[config.mk]
export PLATFORM = sky130hd
export DESIGN_NAME = ttt_game_ctrl_flat
export DESIGN_NICKNAME = d
export VERILOG_FILES = /design/src/rtl/ttt_pkg.sv /design/src/rtl/ttt_game_ctrl_if.sv /design/src/rtl/ttt_line_check.sv /design/src/rtl/ttt_game_ctrl.sv /design/src/flat_wrapper.sv
export SDC_FILE = /design/constraint.sdc
export NUM_CORES = 1
export LEC_CHECK = 0
export CAP_MARGIN = 40
export CORE_ASPECT_RATIO = 1.75
export CORE_UTILIZATION = 24
export CTS_CLUSTER_SIZE = 28
export DETAILED_ROUTE_END_ITERATION = 8
export PLACE_DENSITY = 0.44
export SLEW_MARGIN = 20
export SYNTH_ARGS = -nofsm -noshare
export SYNTH_HDL_FRONTEND = slang
export SYNTH_SLANG_ARGS = --single-unit
[constraint.sdc]
create_clock -name clk -period 4.9 [get_ports clk]
set_input_delay 1.47 -clock clk [delete_from_list [all_inputs] [get_ports clk]]
set_output_delay 1.47 -clock clk [all_outputs]
set_load 0.005 [all_outputs]
[src/rtl/ttt_pkg.sv]
// Shared types and constants for the tic-tac-toe controller: FSM states,
// result codes, the eight winning-line masks and the fallback cell picker.
package ttt_pkg;

  localparam int CELLS = 9;

  typedef enum logic [2:0] {
    S_X_TURN, S_X_CHECK, S_O_THINK, S_O_CHECK, S_OVER
  } state_e;

  typedef enum logic [1:0] {
    W_NONE = 2'b00, W_X = 2'b01, W_O = 2'b10, W_DRAW = 2'b11
  } winner_e;

  // Index order: rows 0-2, cols 3-5, main diagonal 6, anti-diagonal 7
  localparam logic [7:0][CELLS-1:0] WIN_MASK = {
    9'h054, 9'h111, 9'h124, 9'h092, 9'h049, 9'h1C0, 9'h038, 9'h007
  };

  function automatic logic [CELLS-1:0] first_empty(input logic [CELLS-1:0] occ);
    logic [CELLS-1:0] f;
    f = ~occ;
    return f & (~f + 9'd1);
  endfunction

endpackage

[src/rtl/ttt_game_ctrl_if.sv]
// X-move handshake between the cursor/input logic (master) and the game controller (slave).
interface ttt_game_ctrl_if;
  logic       move_valid;
  logic [3:0] move_idx;
  logic       move_ready;
  logic       move_err;

  modport master (output move_valid, move_idx, input move_ready, move_err);
  modport slave  (input move_valid, move_idx, output move_ready, move_err);
endinterface

[src/rtl/ttt_line_check.sv]
// Combinational line detector: flags any complete line on one player's board
// and reports the lowest-index complete line as one-hot.
module ttt_line_check
  import ttt_pkg::*;
(
  input  logic [CELLS-1:0] board,
  output logic             win,
  output logic [7:0]       line
);
  logic [7:0] hit;

  for (genvar i = 0; i < 8; i++) begin : g_line
    assign hit[i] = (board & WIN_MASK[i]) == WIN_MASK[i];
  end

  assign win  = |hit;
  assign line = hit & (~hit + 8'd1);
endmodule

[src/rtl/ttt_game_ctrl.sv]
// Tic-tac-toe game controller: human X via valid/ready, automatic O via an external
// combinational generator. Define TTT_THINK_DELAY_EN to stretch O's turn by THINK_CYCLES.
module ttt_game_ctrl
  import ttt_pkg::*;
#(
  parameter int THINK_CYCLES = 25_000_000
) (
  input  logic                clk,
  input  logic                rst_n,
  input  logic                new_game,
  ttt_game_ctrl_if.slave      mv,
  output logic [CELLS-1:0]    ai_x,
  output logic [CELLS-1:0]    ai_o,
  input  logic [CELLS-1:0]    ai_move,
  output logic [CELLS-1:0]    x_board,
  output logic [CELLS-1:0]    o_board,
  output logic                x_turn,
  output logic                game_over,
  output logic [1:0]          winner,
  output logic [7:0]          win_line
);
  if (THINK_CYCLES < 1) begin : g_bad_cfg
    $error("THINK_CYCLES must be at least 1");
  end

  state_e           state, state_d;
  winner_e          win_q, win_d;
  logic [CELLS-1:0] x_q, x_d, o_q, o_d;
  logic [7:0]       line_q, line_d;
  logic             err_q, err_d;
  logic [3:0]       cnt, cnt_d;

  logic [CELLS-1:0] occ, x_cell, o_pick;
  logic [15:0]      idx_dec;
  logic             legal, ai_ok, full;
  logic             x_win, o_win;
  logic [7:0]       x_line, o_line;

`ifdef TTT_THINK_DELAY_EN
  localparam int TW = (THINK_CYCLES > 1) ? $clog2(THINK_CYCLES) : 1;
  logic [TW-1:0] tcnt, tcnt_d;
  logic          tdone, tdone_d;
`endif

  ttt_line_check u_x_chk (.board(x_q), .win(x_win), .line(x_line));
  ttt_line_check u_o_chk (.board(o_q), .win(o_win), .line(o_line));

  assign occ     = x_q | o_q;
  assign full    = (cnt == 4'd9);
  assign idx_dec = 16'd1 << mv.move_idx;
  assign x_cell  = idx_dec[CELLS-1:0];
  assign legal   = (mv.move_idx <= 4'd8) && ((x_cell & occ) == '0);
  // Generator output is trusted only if one-hot and on an empty cell
  assign ai_ok   = (ai_move != '0) && ((ai_move & (ai_move - 9'd1)) == '0) &&
                   ((ai_move & occ) == '0);
  assign o_pick  = ai_ok ? ai_move : first_empty(occ);

  always_comb begin
    state_d       = state;
    x_d           = x_q;
    o_d           = o_q;
    win_d         = win_q;
    line_d        = line_q;
    err_d         = 1'b0;
    cnt_d         = cnt;
    mv.move_ready = (state == S_X_TURN) && !new_game;
`ifdef TTT_THINK_DELAY_EN
    tcnt_d        = tcnt;
    tdone_d       = tdone;
`endif
    if (new_game) begin
      state_d = S_X_TURN;
      x_d     = '0;
      o_d     = '0;
      win_d   = W_NONE;
      line_d  = '0;
      cnt_d   = '0;
`ifdef TTT_THINK_DELAY_EN
      tcnt_d  = '0;
      tdone_d = 1'b0;
`endif
    end else begin
      case (state)
        S_X_TURN: if (mv.move_valid) begin
          if (legal) begin
            x_d     = x_q | x_cell;
            cnt_d   = cnt + 4'd1;
            state_d = S_X_CHECK;
          end else begin
            err_d = 1'b1;
          end
        end
        S_X_CHECK: begin
          if (x_win) begin
            state_d = S_OVER;
            win_d   = W_X;
            line_d  = x_line;
          end else if (full) begin
            state_d = S_OVER;
            win_d   = W_DRAW;
          end else begin
            state_d = S_O_THINK;
`ifdef TTT_THINK_DELAY_EN
            tcnt_d  = '0;
            tdone_d = 1'b0;
`endif
          end
        end
        S_O_THINK: begin
`ifdef TTT_THINK_DELAY_EN
          // tdone adds the final wait cycle the narrow counter cannot represent
          if (!tdone) begin
            if (tcnt == TW'(THINK_CYCLES - 1)) tdone_d = 1'b1;
            else                               tcnt_d  = tcnt + 1'b1;
          end else begin
            o_d     = o_q | o_pick;
            cnt_d   = cnt + 4'd1;
            state_d = S_O_CHECK;
          end
`else
          o_d     = o_q | o_pick;
          cnt_d   = cnt + 4'd1;
          state_d = S_O_CHECK;
`endif
        end
        S_O_CHECK: begin
          if (o_win) begin
            state_d = S_OVER;
            win_d   = W_O;
            line_d  = o_line;
          end else if (full) begin
            state_d = S_OVER;
            win_d   = W_DRAW;
          end else begin
            state_d = S_X_TURN;
          end
        end
        default: ;
      endcase
    end
  end

  always_ff @(posedge clk or negedge rst_n) begin
    if (!rst_n) begin
      state  <= S_X_TURN;
      x_q    <= '0;
      o_q    <= '0;
      win_q  <= W_NONE;
      line_q <= '0;
      err_q  <= 1'b0;
      cnt    <= '0;
`ifdef TTT_THINK_DELAY_EN
      tcnt   <= '0;
      tdone  <= 1'b0;
`endif
    end else begin
      state  <= state_d;
      x_q    <= x_d;
      o_q    <= o_d;
      win_q  <= win_d;
      line_q <= line_d;
      err_q  <= err_d;
      cnt    <= cnt_d;
`ifdef TTT_THINK_DELAY_EN
      tcnt   <= tcnt_d;
      tdone  <= tdone_d;
`endif
    end
  end

  assign mv.move_err = err_q;
  assign ai_x        = x_q;
  assign ai_o        = o_q;
  assign x_board     = x_q;
  assign o_board     = o_q;
  assign x_turn      = (state == S_X_TURN);
  assign game_over   = (state == S_OVER);
  assign winner      = win_q;
  assign win_line    = line_q;
endmodule

[src/flat_wrapper.sv]
// flat-port wrapper written by rule: the top's interface ports become plain ports
module ttt_game_ctrl_flat import ttt_pkg::*;
#(
  parameter int THINK_CYCLES = 25_000_000
)
  (clk, rst_n, new_game, ai_x, ai_o, ai_move, x_board, o_board, x_turn, game_over, winner, win_line, mv_move_valid, mv_move_idx, mv_move_ready, mv_move_err);
  ttt_game_ctrl_if mv_i ();
  input  logic clk;
  input  logic rst_n;
  input  logic new_game;
  output logic [CELLS-1:0] ai_x;
  output logic [CELLS-1:0] ai_o;
  input  logic [CELLS-1:0] ai_move;
  output logic [CELLS-1:0] x_board;
  output logic [CELLS-1:0] o_board;
  output logic x_turn;
  output logic game_over;
  output logic [1:0] winner;
  output logic [7:0] win_line;
  input wire logic [$bits(mv_i.move_valid)-1:0] mv_move_valid;
  input wire logic [$bits(mv_i.move_idx)-1:0] mv_move_idx;
  output wire logic [$bits(mv_i.move_ready)-1:0] mv_move_ready;
  output wire logic [$bits(mv_i.move_err)-1:0] mv_move_err;
  assign mv_i.move_valid = mv_move_valid;
  assign mv_i.move_idx = mv_move_idx;
  assign mv_move_ready = mv_i.move_ready;
  assign mv_move_err = mv_i.move_err;
  ttt_game_ctrl #(.THINK_CYCLES(THINK_CYCLES)) u_core (.clk(clk), .rst_n(rst_n), .new_game(new_game), .mv(mv_i), .ai_x(ai_x), .ai_o(ai_o), .ai_move(ai_move), .x_board(x_board), .o_board(o_board), .x_turn(x_turn), .game_over(game_over), .winner(winner), .win_line(win_line));
endmodule
# --- Yosys cells after proc, flatten, opt, wreduce, memory -nomap -nowiden ---
# Index checks and enable logic that the tools add are counted.
word_totals:
  reg_bits: 36
  in_bits: 17
  output_inout_bits: 50
  word_cells: 107
classes:
  addsub: 5
  magnitude_cmp: 1
  eq_ne: 25
  shift: 1
  n_mux: 32
  bitwise: 13
  n_reduce_logical: 23
ops:
  columns: ["cell", "n"]
  rows:
  - ["2-to-1 mux 9 bit", 7]
  - ["equality test 3 bit, second input constant", 17]
  - ["AND 9 bit", 4]
  - ["logical NOT 9 bit", 3]
  - ["bitwise OR 9 bit", 3]
  - ["2-to-1 mux 8 bit", 3]
  - ["2-to-1 mux 3 bit", 7]
  - ["NOT 9 bit", 2]
  - ["adder 8 x 1 -> 8 bit, second input constant", 2]
  - ["AND 8 bit", 2]
  - ["NOT 8 bit", 2]
  - ["one-hot mux 8 bit (2 select lines)", 1]
  - ["OR reduction 8 bit", 2]
  - ["2-to-1 mux 4 bit", 3]
  - ["one-hot mux 3 bit (4 select lines)", 1]
  - ["AND reduction 3 bit", 4]
  - ["adder 9 x 1 -> 9 bit, second input constant", 1]
  - ["!= test 3 x 2 -> 1 bit, second input constant", 3]
  - ["nonzero test 9 bit", 1]
  - ["<< shifter 1 x 4 -> 9 bit, first input constant", 1]
  - ["subtractor 9 x 1 -> 9 bit, second input constant", 1]
  - ["2-to-1 mux 2 bit", 4]
  - ["one-hot mux 4 bit (2 select lines)", 1]
  - ["nonzero test 2 bit", 4]
  - ["other kinds (13)", 21]

# --- Depth between registers and ports, before layout ---
# Gate-level depths: netlist (run 1).
logic_depth:
  depth_word: 9
  ltp_mapped: 7
  depth_no_buf: 7

# --- By module ---
# From an unflattened synthesis (run 1), not the netlist that was laid out.
hier_totals:
  hier_cells: 296
  hier_area_um2: 2494.9
modules_own_cells:
  columns: ["module", "instances", "cells_each", "area_per_inst_um2", "seq_area_each_um2"]
  rows:
  - ["ttt_game_ctrl", 1, 246, 2207.1, 900.9]
  - ["ttt_line_check", 2, 25, 143.9, 0.0]

# --- Worst setup path after synthesis (run 1) ---
# Ideal clock, no wire load.
synth_timing:
  path_kind: "input to output"
  startpoint: "input new_game"
  endpoint: "output mv_move_ready"
  t_arrival_ns: 2.103
  required_time_ns: 3.430
  slack_ns: 1.327
  path_stages: 3
  path_buffers: 2
  cell_sequence: "clkbuf_1 -> buf_1 -> nor4_1"
synth_via:
  elab_chain_cells: 2
synth_rtl:
  columns: ["element", "line_no", "text"]
  rows:
  - ["start, declared", "flat_wrapper.sv:10", "input logic new_game;"]
  - ["logical NOT 1 bit", "ttt_game_ctrl.sv:66", "mv.move_ready = (state == S_X_TURN) && !new_game;"]
  - ["logical AND 1 bit", "ttt_game_ctrl.sv:66", null]
  - ["end, declared", "flat_wrapper.sv:22", "output wire logic [$bits(mv_i.move_ready)-1:0] mv_move_ready;"]
# Every way passes these cells.

# --- Worst setup path after layout (run 1) ---
# Same ends and word-level chain as after synthesis.

==> results.toml, run 1 <==
[power_and_ir_drop]
p_sw_share_pct = 26.22
pwr-share-comb_pct = 16.0
pwr-share-clk_pct = 44.5
leakagePower_nw = 1.326
seqPwrFrac_pct = 39.5
p_int_mw = 0.6032
power_density_nw_per_um2 = 228.3
max-vdd-ir-drop_mv = 0.1673
switchingPower_mw = 0.2143

[synth]
synth.avg_cell_area_sq_um = 8.384
synth_cells = 334
async_flop_share_pct = 100.0
synth_edf_count = 0
synth_seq_cells = 36
ys_warn_count = 0
yosysSeqAreaShare_pct = 32.17
synth_nets = 353
synthFlopType = "dfrtp_1"
synthDistinctLibCells = 68
syn_area_sq_um = 2800

[timing]
setup-violations-final = 0
fin_ws_ps = 821.4
slew_viol_final = 0
relSlewSlack_pct = 55.76
hold_viol = 0
fin_setup_tns_ps = 0
period_share_pct = 83.24
rsz0062_at_grt = "false"
tightest_slew_ps = 660.8
max_freq_ghz = 0.2452
min_period_ps = 4079
final.setup_skew_ps = 4.455

[global_route]
antenna_found_initial = 0
grt_max_degree = 43
grt-ovfl-total = 0
grt_pass1_vias = 2787
grt_pass1_wl_um = 15550
grt.total_usage_pct = 16.61

[clocking]
cts_made_buffers = 5
post_cts_buffers = 0
clock_latency_ps = 290
hold_buffers = 0
cts_buffer_depth = 2
post_cts_resize_count = 0
htree_num_levels = 2
clk_pin_slew_ps = 50
root_buffer = "clkbuf_16"
clock-sinks = 36
tritoncts = "yes"

[placed_design]
preCtsSetupSlack_ps = 813.3
dp_hpwl_um = 7360
gp_congestion = 0.8045
io_buffers = 66

[floorplan]
die-width_um = 83.65
die_h_um = 144.9
die_area_sq_um = 12120
initial_utilization_pct = 24.93
coreArea_sq_um = 11230
pin_count = 67
placementRows = 51

[hold_path]
hp-class = "reg2reg"
worstHoldPathCells = 2
hp-start = "u_core.win_line[3]"
whs_endpoint = "u_core.win_line[3]"

[critical_path]
cp.required_ps = 3430
rr_startpoint = "u_core.ai_x[2]"
arrival_ps = 2610
reg2reg_slack_ps = 2600
path_class = "in2out"
rr_endpoint = "u_core.cnt[1]"
crit_path_start_kind = "primary input"
critPathCaptureType = "output port"
reg2reg_depth = 5
crit_fanout = 2

[detailed_routing]
wl_per_cell_um = 19.44
vias_per_cell = 5.518
dr_total_vias = 2781
ant_nets = 0
drc = 0
drt-pass1-iter-count = 4
routed_wl_um = 9799
drtIter0Drc = 252

[final_layout]
syn2layout_area_growth_pct = 27.88
fin_nets = 390
fill_cells = 1208
antennaDiodeCount = 0
drive_gt1_share_pct = 7.796

[outcome]
status = "finished clean"

[job]
drv_cap = 0
synthesized netlist by cell type, types with 4 or more instances:
| library cell | number | area share [%] |
|---|---|---|
| and3_1 | 4 | 0.89 |
| o21ai_1 | 5 | 0.89 |
| nor2b_1 | 8 | 1.8 |
| o21ai_0 | 10 | 1.8 |
| nor3_1 | 17 | 3.0 |
| nand2b_1 | 6 | 1.3 |
| inv_1 | 13 | 1.7 |
| a31oi_1 | 10 | 2.2 |
| a21oi_1 | 14 | 2.5 |
| nor4_1 | 9 | 2.0 |
| o22ai_1 | 6 | 1.3 |
| nor4b_1 | 5 | 1.6 |
| a211oi_1 | 5 | 1.3 |
| or2_1 | 4 | 0.89 |
| dfrtp_1 | 36 | 32 |
| clkbuf_1 | 9 | 1.2 |
| buf_2 | 7 | 1.3 |
| nand4_1 | 6 | 1.3 |
| nor2_1 | 29 | 3.9 |
| buf_4 | 18 | 4.8 |
| nand3_1 | 23 | 4.1 |
| a41oi_1 | 4 | 1.3 |
| nand2_1 | 21 | 2.8 |
per-stage QoR:
step,hold WS (ps),utilization [%],instance area [sq um],std cells,power (mW)
after floorplan,519.7,-,2800,334,0.3989
after global placement,525.3,30.25,3397,495,0.4574
after detailed placement,531.2,30.43,3417,496,0.4606
after CTS,539.1,31.89,3581,504,0.8265
after global routing,567.5,31.89,3581,504,0.8516
final,533.0,31.89,3581,504,0.8175
layout by cell type, fill, tap and decap left out, types with 5 or more instances in the layout:
master / count
clkdlybuf4s50_1: 65
nand2b_1: 6
nor3_1: 17
o21ai_1: 5
o22ai_1: 6
inv_1: 13
nand4_1: 6
nor2b_1: 8
nand3_1: 23
nand2_1: 21
o21ai_0: 10
dfrtp_1: 36
a211oi_1: 5
a21oi_1: 14
nor4_1: 9
a31oi_1: 10
nor2_1: 29
clkbuf_16: 5
critical path, stage by stage:
cell	delay (ps)
clkdlybuf4s50_1	420
nor4_1	170
clkdlybuf4s50_1	540
layer usage:
| layer | part of all wire [%] | track usage (%) | routed length (um) |
|---|---|---|---|
| met1 | 40 | 18.40 | 3938 |
| met2 | 55 | 32.14 | 5368 |
| met3 | 3.1 | 1.645 | 300 |
| met4 | 1.9 | 6.690 | 191 |
| met5 | 0 | 0 | 0 |
kinds of logic (layout without fill, tap and decap cells):
kind of cell,Yosys count,after routing,synth area share (%)
multiplexers,4,4,1.877
AND/OR/NAND/NOR,147,147,28.42
flip-flops,36,36,32.17
AO/OA/AOI/OAI,93,93,26.14
buffers and inverters,52,90,10.50
adder cells (fa/ha/maj),2,2,0.8935
power by group through the flow:
stage,Sequential [mW],Combinational [mW],Clock [mW]
after floorplan,0.316,0.0825,0
after global placement,0.329,0.129,0
after detailed placement,0.329,0.132,0
after CTS,0.323,0.132,0.371
after global routing,0.326,0.144,0.382
final,0.323,0.131,0.364
flip-flops by register name, indices dropped and copies added, names as in the netlist:
register            cells
u_core.ai_o             9
u_core.winner           2
u_core.win_line         8
u_core.ai_x             9
u_core.state            3
u_core.cnt              4
u_core.mv.move_err      1
how the worst max path moves through the flow:
stage | start | endpoint | depth (start not counted)
6_report | new_game | mv_move_ready | 3
5_1_grt | new_game | mv_move_ready | 3
4_1_cts | new_game | mv_move_ready | 3
3_5_place_dp | new_game | mv_move_ready | 3
3_3_place_gp | new_game | mv_move_ready | 3
2_1_floorplan | new_game | mv_move_ready | 3
area by class of cell:
cell class                      instances  area, sq um  share of cell area, %
Multi-Input combinational cell        246         1612                  45.00
Sequential cell                        36        900.9                  25.16
Tap cell                              132        165.2                  4.612
Clock buffer                            6        128.9                  3.599
Inverter                               13        48.80                  1.363
Timing Repair Buffer                   69        690.7                  19.29
Clock inverter                          2        35.03                 0.9783
(Power assumes the default switching activity.)
==> run 2, diff against run 1 <==
clock period = 3.79 ns   (was 4.9 ns; I/O delays follow)
==> run 2 against run 1 <==
Effect of this change:
- routed wire length up 0.94%
- sequential power grew 30%
- count of clock-buffer cells in the layout stayed put
- critical path depth stayed put
- critical path type unchanged
- critical endpoint unchanged
- largest power group unchanged
==> results.toml, run 2 (same netlist as run 1, synthesis figures left out) <==
[outcome]
status = "finished clean"

[critical_path]
arrival_ps = 2270
critPathLaunch = "new_game"
reg2reg_slack_ps = 1550
rr_endpoint = "u_core.cnt[1]"
crit_path_start_kind = "primary input"
crit_fanout = 2
critPathCaptureType = "output port"
reg2reg_depth = 5
path_class = "in2out"
rr_startpoint = "u_core.ai_x[8]"
cp.required_ps = 2650
cp-endpoint = "mv_move_ready"

[timing]
min_period_ps = 3407
tightest_slew_ps = 655.8
final.setup_skew_ps = 3.595
hold_viol = 0
setup-violations-final = 0
fin_ws_ps = 382.8
fin_setup_tns_ps = 0
period_share_pct = 89.90
relSlewSlack_pct = 56.09
max_freq_ghz = 0.2935
rsz0062_at_grt = "false"
slew_viol_final = 0

[final_layout]
syn2layout_area_growth_pct = 28.69
regArea_sq_um = 900.9
layout_commonest_cell = "clkdlybuf4s50_1"
layout_common_cells = "65 x clkdlybuf4s50_1, 36 x dfrtp_1, 29 x nor2_1"
antennaDiodeCount = 0
drive_gt1_share_pct = 8.289
fin_nets = 392
fill_cells = 1205
multiInputGateArea_sq_um = 1612

[global_route]
grt_max_degree = 43
grt_pass1_wl_um = 15560
grt.total_usage_pct = 16.79
grt_pass1_vias = 2775
grt-ovfl-total = 0
antenna_found_initial = 0

[floorplan]
die_h_um = 144.9
placementRows = 51
die-width_um = 83.65
coreArea_sq_um = 11230
initial_utilization_pct = 24.93
pin_count = 67
die_area_sq_um = 12120

[clocking]
tritoncts = "yes"
clock-sinks = 36
clock_latency_ps = 280
cts_made_buffers = 5
clk_pin_slew_ps = 60
cts_buffer_depth = 2
hold_buffers = 0
post_cts_resize_count = 0
htree_num_levels = 2
root_buffer = "clkbuf_16"
post_cts_buffers = 0

[detailed_routing]
drc = 0
vias_per_cell = 5.542
wl_per_cell_um = 19.55
drtIter0Drc = 198
routed_wl_um = 9891
dr_total_vias = 2804
drt-pass1-iter-count = 4
ant_nets = 0

[placed_design]
gp_congestion = 0.9077
dp_hpwl_um = 7372
io_buffers = 66
preCtsSetupSlack_ps = 355.4

[power_and_ir_drop]
leakagePower_nw = 1.339
power_density_nw_per_um2 = 295.6
fin_total_pwr_mw = 1.065
max-vdd-ir-drop_mv = 0.2262

[hold_path]
hp-class = "reg2reg"

[job]
drv_cap = 0
-- run 2: cell types whose count changed in the layout (fill, tap and decap cells not counted) --
cell,previous run,this run
buf_4,2,4
buf_16,0,1
buf_12,1,0
-- run 2: report_power, final --
part	internal, mW	total (mW)	switching, mW
clock	0.309	0.474	0.165
sequential	0.394	0.419	0.0251
combinational	0.0799	0.172	0.0922
total	0.783	1.07	0.282
-- run 2: metrics by stage --
step	hold WS [ps]	util, %	std cells	cell area [sq um]
after floorplan	519.7	-	334	2800
after global placement	525.6	30.38	497	3412
after detailed placement	528.2	30.63	498	3440
after CTS	534.8	32.09	506	3603
after global routing	570.7	32.09	506	3603
final	529.0	32.09	506	3603
-- run 2: worst min-delay path by stage --
stage	from	endpoint	slack, ps	depth (start not counted)
6_report	u_core.win_line[4]	u_core.win_line[4]	530	2
3_3_place_gp	u_core.win_line[0]	u_core.win_line[0]	530	2
3_5_place_dp	u_core.win_line[4]	u_core.win_line[4]	530	2
4_1_cts	u_core.win_line[4]	u_core.win_line[4]	530	2
5_1_grt	u_core.winner[1]	u_core.winner[1]	570	2
2_1_floorplan	u_core.winner[1]	u_core.winner[1]	520	2
-- run 2: routing by layer --
metal / global-route usage, % / part of all wire, % / vias up
li1: - / - / 1326
met2: 32.14 / 55 / 83
met1: 18.34 / 39 / 1380
met4: 7.493 / 2.1 / 0
met5: 0 / 0 / -
met3: 2.042 / 3.7 / 15
-- run 2: final cells by class --
| cell class | count | area share [%] |
|---|---|---|
| timing repair buffer | 71 | 19.79 |
| clock buffer | 6 | 3.576 |
| inverter | 13 | 1.354 |
| sequential | 36 | 25.00 |
| tap | 132 | 4.583 |
| multi-input combinational | 246 | 44.72 |
| clock inverter | 2 | 0.9722 |
-- run 2: worst max-delay path, cell delays in order --
cell and delay (ps):
clkdlybuf4s50_1 420, nor4_1 170, clkdlybuf4s50_1 540
==> run 3, diff against run 2 <==
clock period = 3.52 ns   (was 3.79 ns; I/O delays follow)
==> run 3 against run 2 <==
Effect of this change:
- routed wire length shrank 1.9%
- utilization grew 0.27 points
- combinational power grew 9%
- setup slack lost 120 ps
- hold slack is essentially flat
- sequential power grew 7.4%
- highest routed layer unchanged
- sequential share of layout area shrank 0.21 points
- via count grew 0.53%
- sequential cell count is the same
==> results.toml, run 3 (same netlist as run 1, synthesis figures left out) <==
[outcome]
status = "finished clean"

[detailed_routing]
wl_per_cell_um = 19.02
routed_wl_um = 9702
drtIter0Drc = 142
drc = 0
vias_per_cell = 5.527
ant_nets = 0
drt-pass1-iter-count = 5
dr_total_vias = 2819

[timing]
fin_ws_ps = 267.0
max_freq_ghz = 0.3074
final.setup_skew_ps = 7.356
setup-violations-final = 0
slew_viol_final = 0
min_period_ps = 3253
period_share_pct = 92.42
rsz0062_at_grt = "false"
fin_setup_tns_ps = 0
hold_viol = 0
tightest_slew_ps = 646.0
holdWs_ps = 529.4
relSlewSlack_pct = 56.74

[final_layout]
syn2layout_area_growth_pct = 29.76
regArea_sq_um = 900.9
fill_cells = 1205
layout_common_cells = "65 x clkdlybuf4s50_1, 36 x dfrtp_1, 29 x nor2_1"
final_cells = 510
layout_commonest_cell = "clkdlybuf4s50_1"
fin_nets = 396
multiInputGateArea_sq_um = 1612
drive_gt1_share_pct = 9.259
fin_util_pct = 32.35
antennaDiodeCount = 0

[placed_design]
io_buffers = 66
preCtsSetupSlack_ps = 224.2
gp_congestion = 0.8687
dp_cells = 502
dp_hpwl_um = 7406

[critical_path]
rr_startpoint = "u_core.ai_x[8]"
rr_endpoint = "u_core.cnt[0]"
path_class = "in2out"
crit_fanout = 2
cp-endpoint = "mv_move_ready"
reg2reg_slack_ps = 1290
crit_cells = 3
crit_path_start_kind = "primary input"
cpMostUsedCell = "clkdlybuf4s50_1"
crit_chain = "clkdlybuf4s50_1 > nor4_1 > clkdlybuf4s50_1"
arrival_ps = 2200
cpMaxStageDelayCell = "clkdlybuf4s50_1"
critPathLaunch = "new_game"
cpLargestDelayFamily = "buffers and inverters"
cp.required_ps = 2460
reg2reg_depth = 5
critPathCaptureType = "output port"
max_stage_delay_ps = 540
path_buf_inv = 2

[clocking]
root_buffer = "clkbuf_16"
htree_num_levels = 2
clk_pin_slew_ps = 50
hold_buffers = 0
tritoncts = "yes"
clock-sinks = 36
post_cts_buffers = 0
cts_made_buffers = 5
clock_latency_ps = 280
cts_buffer_depth = 2
post_cts_resize_count = 0

[global_route]
grt_pass1_wl_um = 15210
antenna_found_initial = 0
grt_max_degree = 43
grt.total_usage_pct = 16.32
grt-ovfl-total = 0
grt_pass1_vias = 2745

[floorplan]
die_area_sq_um = 12120
die-width_um = 83.65
initial_utilization_pct = 24.93
pin_count = 67
die_h_um = 144.9
coreArea_sq_um = 11230
placementRows = 51

[job]
drv_cap = 0

[power_and_ir_drop]
leakagePower_nw = 1.358
power_density_nw_per_um2 = 313.0
max-vdd-ir-drop_mv = 0.1599

[hold_path]
hp-class = "reg2reg"
## run 3: cell count changes in the layout (fill, tap and decap cells not counted), sizes merged
cell	previous run	this run
buf	6	10
## run 3: layout make-up
type	count	area share [%]
Clock buffer	6	3.547
Clock inverter	2	0.9642
Inverter	13	1.343
Multi-Input combinational cell	246	44.35
Sequential cell	36	24.79
Tap cell	132	4.545
Timing Repair Buffer	75	20.45
## run 3: routing by layer
layer	share of wire, %	track usage [%]	wire length [um]
met4	2.7	7.404	264
met2	55	31.32	5340
met1	39	17.76	3779
met5	0	0	0
met3	3.3	1.929	317
## run 3: power by group
part / total, mW / leakage, nW / internal [mW] / switching (mW)
clock network: 0.499 / 0.0808 / 0.333 / 0.166
logic: 0.188 / 0.777 / 0.0887 / 0.0997
registers: 0.450 / 0.500 / 0.424 / 0.0259
## run 3: how the worst min path moves through the flow
stage                     slack [ps]                  to                from  cells past startpoint
after floorplan                  520    u_core.winner[1]    u_core.winner[1]                      2
after global placement           530  u_core.win_line[0]  u_core.win_line[0]                      2
after detailed placement         530    u_core.winner[1]    u_core.winner[1]                      2
after CTS                        530    u_core.winner[1]    u_core.winner[1]                      2
after global routing             560  u_core.win_line[3]  u_core.win_line[3]                      2
final                            530  u_core.win_line[4]  u_core.win_line[4]                      2
## run 3: stage by stage
step	power [mW]	instance area (sq um)
2_1_floorplan	0.5553	2800
3_3_place_gp	0.6430	3442
3_5_place_dp	0.6478	3470
4_1_cts	1.156	3633
5_1_grt	1.191	3633
6_report	1.137	3633
## run 3: worst min-delay path: stages (launching register included)
cell	delay [ps]
dfrtp_1	370
nand3_1	70
a21oi_1	50
